`src/rtl/axis_multiword_addsub.sv`:
```
// Sequential multi-word add/subtract over AXI-Stream: one WORD_WIDTH slice per beat,
// LS slice first, with the carry/borrow chained between beats in a register.
module axis_multiword_addsub #(
  parameter int    WORD_WIDTH   = 16,
  parameter string ADD_MODE     = "ADD/SUBTRACT",
  parameter string OP_TYPE      = "SIGNED",
  parameter string BORROW_SENSE = "ACTIVE_LOW"
) (
  input  logic                    CLK,
  input  logic                    ARESETN,
  input  logic [2*WORD_WIDTH-1:0] s_axis_tdata,
  input  logic                    s_axis_tuser,
  input  logic                    s_axis_tlast,
  input  logic                    s_axis_tvalid,
  output logic                    s_axis_tready,
  input  logic                    C_IN,
  output logic [WORD_WIDTH-1:0]   m_axis_tdata,
  output logic [1:0]              m_axis_tuser,
  output logic                    m_axis_tlast,
  output logic                    m_axis_tvalid,
  input  logic                    m_axis_tready
);

  localparam bit FIXED_ADD   = (ADD_MODE == "ADD");
  localparam bit FIXED_SUB   = (ADD_MODE == "SUBTRACT");
  localparam bit MODE_OK     = FIXED_ADD || FIXED_SUB || (ADD_MODE == "ADD/SUBTRACT");
  localparam bit IS_SIGNED   = (OP_TYPE == "SIGNED");
  localparam bit BORROW_HIGH = (BORROW_SENSE == "ACTIVE_HIGH");

  generate
    if (WORD_WIDTH < 1 || !MODE_OK) begin : g_bad_param
      $fatal(1, "axis_multiword_addsub: bad WORD_WIDTH or ADD_MODE");
    end
  endgenerate

  typedef struct packed {
    logic [WORD_WIDTH-1:0] data;
    logic [1:0]            user;
    logic                  last;
  } beat_t;

  beat_t out_q, out_d;
  logic  m_tvalid_q, m_tvalid_d;
  logic  first_q, first_d;
  logic  op_add_q, op_add_d;
  logic  carry_q, carry_d;

  logic                  accept, op_add, sub, cin, co, c_msb, c_out, ovf;
  logic [WORD_WIDTH-1:0] a, b, bx, sum;

  assign s_axis_tready = !m_tvalid_q || m_axis_tready;
  assign accept        = s_axis_tvalid && s_axis_tready;

  always_comb begin
    op_add = FIXED_ADD ? 1'b1 : FIXED_SUB ? 1'b0 : (first_q ? s_axis_tuser : op_add_q);
    sub    = !op_add;
    a      = s_axis_tdata[WORD_WIDTH-1:0];
    b      = s_axis_tdata[2*WORD_WIDTH-1:WORD_WIDTH];
    bx     = sub ? ~b : b;
    // Active-high borrow inverts into the adder's native carry sense on the first slice.
    cin    = first_q ? ((sub && BORROW_HIGH) ? !C_IN : C_IN) : carry_q;
    {co, sum} = {1'b0, a} + {1'b0, bx} + {{WORD_WIDTH{1'b0}}, cin};
    c_msb  = a[WORD_WIDTH-1] ^ bx[WORD_WIDTH-1] ^ sum[WORD_WIDTH-1];
    c_out  = (sub && BORROW_HIGH) ? !co : co;
    ovf    = IS_SIGNED ? (c_msb ^ co) : (sub ? !co : co);
  end

  always_comb begin
    first_d    = first_q;
    op_add_d   = op_add_q;
    carry_d    = carry_q;
    m_tvalid_d = m_tvalid_q;
    out_d      = out_q;
    if (accept) begin
      first_d  = s_axis_tlast;
      op_add_d = op_add;
      carry_d  = co;
    end
    if (s_axis_tready) begin
      m_tvalid_d = s_axis_tvalid;
      if (s_axis_tvalid) begin
        out_d.data = sum;
        out_d.user = s_axis_tlast ? {ovf, c_out} : 2'b00;
        out_d.last = s_axis_tlast;
      end
    end
  end

  always_ff @(posedge CLK or negedge ARESETN) begin
    if (!ARESETN) begin
      first_q    <= 1'b1;
      op_add_q   <= 1'b1;
      carry_q    <= 1'b0;
      m_tvalid_q <= 1'b0;
      out_q      <= '0;
    end else begin
      first_q    <= first_d;
      op_add_q   <= op_add_d;
      carry_q    <= carry_d;
      m_tvalid_q <= m_tvalid_d;
      out_q      <= out_d;
    end
  end

  assign m_axis_tvalid = m_tvalid_q;
  assign m_axis_tdata  = out_q.data;
  assign m_axis_tuser  = out_q.user;
  assign m_axis_tlast  = out_q.last;

endmodule

```
`config.mk`:
```
export PLATFORM = sky130hd
export DESIGN_NAME = axis_multiword_addsub
export DESIGN_NICKNAME = d
export VERILOG_FILES = /design/src/rtl/axis_multiword_addsub.sv
export SDC_FILE = /design/constraint.sdc
export NUM_CORES = 1
export LEC_CHECK = 0
export CAP_MARGIN = 40
export CORE_ASPECT_RATIO = 1.1
export CORE_MARGIN = 3
export CORE_UTILIZATION = 30
export CTS_CLUSTER_DIAMETER = 50
export CTS_CLUSTER_SIZE = 40
export DETAILED_ROUTE_END_ITERATION = 12
export PLACE_DENSITY = 0.64
export SLEW_MARGIN = 20
export SYNTH_ARGS = -nofsm -noshare
export SYNTH_HDL_FRONTEND = slang
export SYNTH_SLANG_ARGS = --single-unit
```
`constraint.sdc`:
```
create_clock -name CLK -period 4.1 [get_ports CLK]
set_input_delay 0.82 -clock CLK [delete_from_list [all_inputs] [get_ports CLK]]
set_output_delay 0.82 -clock CLK [all_outputs]
set_load 0.01 [all_outputs]
```
### Word level (Yosys, flattened, before mapping)

Index checks and enable logic that the tools add are counted.

* output and inout port bits: 21
* word-level logic and storage cells: 21
* register bits after elaboration: 23

* add/subtract/negate cells: 2
* bitwise logic cells: 4
* reduce and logical (&&, ||, !) cells: 4
* muxes and demuxes: 4

Operators with widths (number)
* adder 16 x 16 -> 17 bit: 1
* adder 17 x 1 -> 17 bit: 1
* 2-to-1 mux 16 bit: 1
* inverter 16 bit: 1
* bitwise XOR 1 bit: 3
* 2-to-1 mux 1 bit: 2
* 2-to-1 mux 2 bit: 1
* AND reduction 2 bit: 1
* logical AND 1 bit: 1
* logical NOT 1 bit: 1
* logical OR 1 bit: 1

### Longest topological paths before layout

* depth in word-level cells: 7
* depth in mapped cells: 11
* depth with buffers taken out: 10

### Worst setup path after synthesis

OpenSTA, ideal clock, no wires.

* path type: input to register
* start point: input port s_axis_tuser
* end point: register out_q (netlist bit m_axis_tuser[1])
* data required time: 4031 ps
* arrival: 3665 ps
* stages on the path: 10
* buffers on the path: 0
* slack: 366 ps
* setup time: 69 ps
* cell sequence: mux2i_1 xor2_1 fa_1 fa_1 a211oi_2 o21ai_2 o2111ai_1 nand2_1 or4_1 nand3_1

* longest elaborated chain between the ends: 7

RTL lines
* start: declaration: line 12 `input logic s_axis_tuser,`
* 2-to-1 mux 1 bit (*): line 55 `op_add = FIXED_ADD ? 1'b1 : FIXED_SUB ? 1'b0 : (first_q ? s_axis_tuser : op_add_q);`
* 2-to-1 mux 16 bit (*): line 59 `bx = sub ? ~b : b;`
* adder 16 x 16 -> 17 bit: line 62 `{co, sum} = {1'b0, a} + {1'b0, bx} + {{WORD_WIDTH{1'b0}}, cin};`
* adder 17 x 1 -> 17 bit: line 62
* bitwise XOR 1 bit: line 63 `c_msb = a[WORD_WIDTH-1] ^ bx[WORD_WIDTH-1] ^ sum[WORD_WIDTH-1];`
* bitwise XOR 1 bit (*): line 65 `ovf = IS_SIGNED ? (c_msb ^ co) : (sub ? !co : co);`
* 2-to-1 mux 2 bit (*): line 83 `out_d.user = s_axis_tlast ? {ovf, c_out} : 2'b00;`
* end signal: assignment: line 101 `out_q <= out_d;`
* end: declaration: line 42 `beat_t out_q, out_d;`

Every way passes the cells marked *; elsewhere a longest branch is shown, timed or not.
A chain may end at the register's enable or synchronous reset.

### Worst setup path after layout

Same ends and word-level chain as after synthesis.

==> flow_summary.json <==
{
  "status": "finished clean",
  "routed_wl_mm": 4.318,
  "cts.clk_slew.worst_paths_ns": 0.09,
  "power_frac_seq_pct": 28.3,
  "core_area_sq_mm": 0.005535,
  "whs_path_depth": 2,
  "num_rows": 28,
  "synth_fp_nets": 256,
  "synth_cell_types": 35,
  "final_cell_area_sq_mm": 0.002524,
  "cts_setup_buffers": 0,
  "nets": 316,
  "clk_latency_ns": 0.27,
  "crit_top_cell": "fa_1",
  "die-area_sq_mm": 0.006806,
  "max_freq_mhz": 277.2,
  "period_needed_ns": 3.608,
  "synth_area_sq_mm": 0.001755,
  "cp_cell_sequence": "clkdlybuf4s50_1 > mux2i_2 > xor2_1 > fa_1 > fa_1 > a211oi_2 > o21ai_2 > o2111ai_1 > nand2_1 > or4_1 > nand3_1",
  "ir_drop_uv": 171.1,
  "reg2reg_depth": 10,
  "synthToLayoutAreaGrowth_pct": 43.76,
  "tightest_slew_ns": 0.4927,
  "clockPowerShare_pct": 11.2,
  "worstSetupPathType": "in -> reg",
  "ctsHoldBuffers": 0,
  "n_antenna_cell": 0,
  "viasPerCell": 4.760,
  "grt_max_degree": 27,
  "clock_path_buffers": 2,
  "wire_per_inst_microns": 12.93,
  "start_kind": "input port",
  "maxCapViolCount": 0,
  "drive_above_1_share_pct": 6.178,
  "finalCritPeriodShare_pct": 88.00,
  "antenna_found_initial": 0,
  "slew-limit-headroom_pct": 67.05,
  "numCtsBuffers": 3,
  "cpPeakStageDelay_ns": 0.52,
  "total_power_mw": 1.321,
  "powerDensity_mw_per_mm2": 523.5,
  "htreeDepth": 1,
  "synth_seq_cells": 23,
  "gp_congestion": 0.8388,
  "slew_viol_final": 0,
  "die_h_microns": 86.23,
  "avgSynthCellArea_sq_um": 8.777,
  "synth_ff_type": "dfrtp_1",
  "synth-seq-area-share_pct": 32.93,
  "drcViolationCount": 0,
  "cts_root_buffer": "clkbuf_8",
  "firstDrtPassIters": 4,
  "synth_warnings": 0,
  "grt_pass1_wl_mm": 7.286,
  "setup_viol": 0,
  "finalSetupTns_ns": 0,
  "endpoint_kind": "flop",
  "cp_max_fo": 5,
  "power_frac_comb_pct": 60.5,
  "p_sw_share_pct": 39.76,
  "dr_total_vias": 1590,
  "port_buffers": 59,
  "grt_pass1_vias": 1615,
  "cp.required_ns": 4.32,
  "hold_path_class": "reg -> reg",
  "grt-ovfl-total": 0,
  "ant_nets": 0,
  "syn_inst": 200,
  "cts.sinks": 23,
  "crit_path_top_delay_cell": "or4_1",
  "hold_viol_final": 0,
  "post_cts_resized": 0,
  "ios": 60,
  "p_sw_mw": 0.5253,
  "synth_enable_flop_cells": 0,
  "cts_tree": "yes",
  "start_util_pct": 31.71,
  "whs_ns": 0.4819,
  "skew_ns": 0.005608,
  "arrival_ns": 3.82,
  "p_int_mw": 0.7959,
  "rsz0062_at_grt": "no",
  "gr-usage-all-layers_pct": 13.29,
  "dp_hpwl_mm": 3.674,
  "synthArstFlopShare_pct": 100.0,
  "power_leakage_nw": 1.077,
  "die_x_microns": 78.94,
  "placed_area_sq_mm": 0.002477,
  "drt-initial-drc-count": 38
}
-- Yosys cell counts (2+ instances only) --
cell type,instances,share of area (%)
dfstp_2,2,3.0
a211oi_1,2,0.86
nand4_1,2,0.71
and2_1,3,1.1
clkbuf_1,5,1.1
o211ai_1,2,0.86
o21ai_0,24,6.8
nand2b_1,3,1.1
fa_1,2,2.3
a21o_1,6,2.6
xnor2_1,7,3.5
o211ai_2,2,1.4
ha_1,15,11
xor2_1,23,11
nand2_1,39,8.3
a31oi_1,2,0.71
dfrtp_1,21,30
nor2_1,3,0.64
a21oi_1,16,4.6
nand3_1,6,1.7
-- flip-flops by register name, summed over array words and instances (netlist names) --
signal / cells
carry_q: 1
m_axis_tlast: 1
m_axis_tdata: 16
m_axis_tuser: 2
op_add_q: 1
first_q: 1
m_axis_tvalid: 1
-- logic make-up after synthesis --
group | share of synthesized area [%]
compound gates | 21.74
xor+xnor | 14.97
fa+ha+maj | 12.97
buf+inv | 1.853
flops | 32.93
mux | 1.212
simple gates | 14.33
-- path summary, 6_finish.rpt --
path / start / end / slack (ns)
worst min register to register: carry_q$_DFFE_PN0P_ / carry_q$_DFFE_PN0P_ / 0.48
worst max register to register: first_q$_DFFE_PN1P_ / m_axis_tuser[1]$_DFFE_PN0P_ / 0.83
worst min-delay path: carry_q$_DFFE_PN0P_ / carry_q$_DFFE_PN0P_ / 0.48
max in group asynchronous: ARESETN / first_q$_DFFE_PN1P_ / 2.70
min in group asynchronous: ARESETN / m_axis_tdata[4]$_DFFE_PN0P_ / 0.88
worst max-delay path: s_axis_tuser / m_axis_tuser[1]$_DFFE_PN0P_ / 0.49
-- area by class of cell --
cell class / instances / area [sq um]
Fill cell: 580 / 3012
Multi-Input combinational cell: 169 / 1149
Timing Repair Buffer: 62 / 653.1
Sequential cell: 23 / 578.1
Tap cell: 75 / 93.84
Clock buffer: 3 / 41.29
Clock inverter: 1 / 5.005
Inverter: 1 / 3.754
-- worst max-delay path, delay by kind of cell --
family	cells	cell delay, ns
xor gates and xnor gates	1	0.12
and+or+nand+nor	3	0.72
muxes	1	0.21
buffers and inverters	1	0.42
adders and majority gates	2	0.93
AOI/OAI and AO/OA	3	0.60
-- layout by cell type, fill, tap and decap left out --
cell             netlist  routed
fa_1                   2       2
inv_1                  1       1
clkbuf_8               0       3
a21oi_1               16      16
o31a_1                 1       1
mux2_2                 1       1
a211oi_2               1       1
clkinv_2               0       1
o21a_1                 1       1
dfstp_2                2       2
o311a_1                1       1
buf_4                  0       1
xnor2_1                7       7
a21o_1                 6       6
nand4_1                2       2
dfrtp_1               21      21
and2_1                 3       3
o211ai_1               2       2
o21ai_2                1       1
or2_2                  1       1
nand2_1               39      39
o2111ai_1              1       1
or4_1                  1       1
a211oi_1               2       2
a31oi_1                2       2
o211ai_2               2       2
nand3_1                6       6
nand2b_1               3       3
clkdlybuf4s50_1        0      59
a22oi_1                1       1
nor2_1                 3       3
ha_1                  15      15
mux2i_2                0       1
xor2_1                23      23
buf_16                 0       2
o21ai_0               24      24
o21ai_1                1       1
-- per-layer routing --
metal	vias up	track usage, %	wire, microns
met2	45	23.40	2131
met5	-	0	0
met4	0	4.219	63
met1	717	17.14	1949
met3	5	1.351	174
li1	823	-	-
-- power groups by stage --
stage / Sequential, mW / Clock (mW) / Combinational [mW]
floorplan: 0.412 / 0 / 0.441
global placement: 0.376 / 0 / 0.790
detailed placement: 0.382 / 0 / 0.809
CTS: 0.377 / 0.147 / 0.811
global route: 0.390 / 0.156 / 0.895
finish: 0.374 / 0.149 / 0.799
-- metrics by stage --
| stage | util [%] | worst slack, ns | std cells |
|---|---|---|---|
| finish | 45.59 | 0.4919 | 334 |
| global route | 45.59 | 0.3137 | 334 |
| CTS | 45.59 | 0.4630 | 334 |
| detailed placement | 44.76 | 0.2045 | 330 |
| global placement | 43.76 | 0.2960 | 328 |
| floorplan | - | 0.3660 | 200 |
Power figures use the tool's default switching activity.
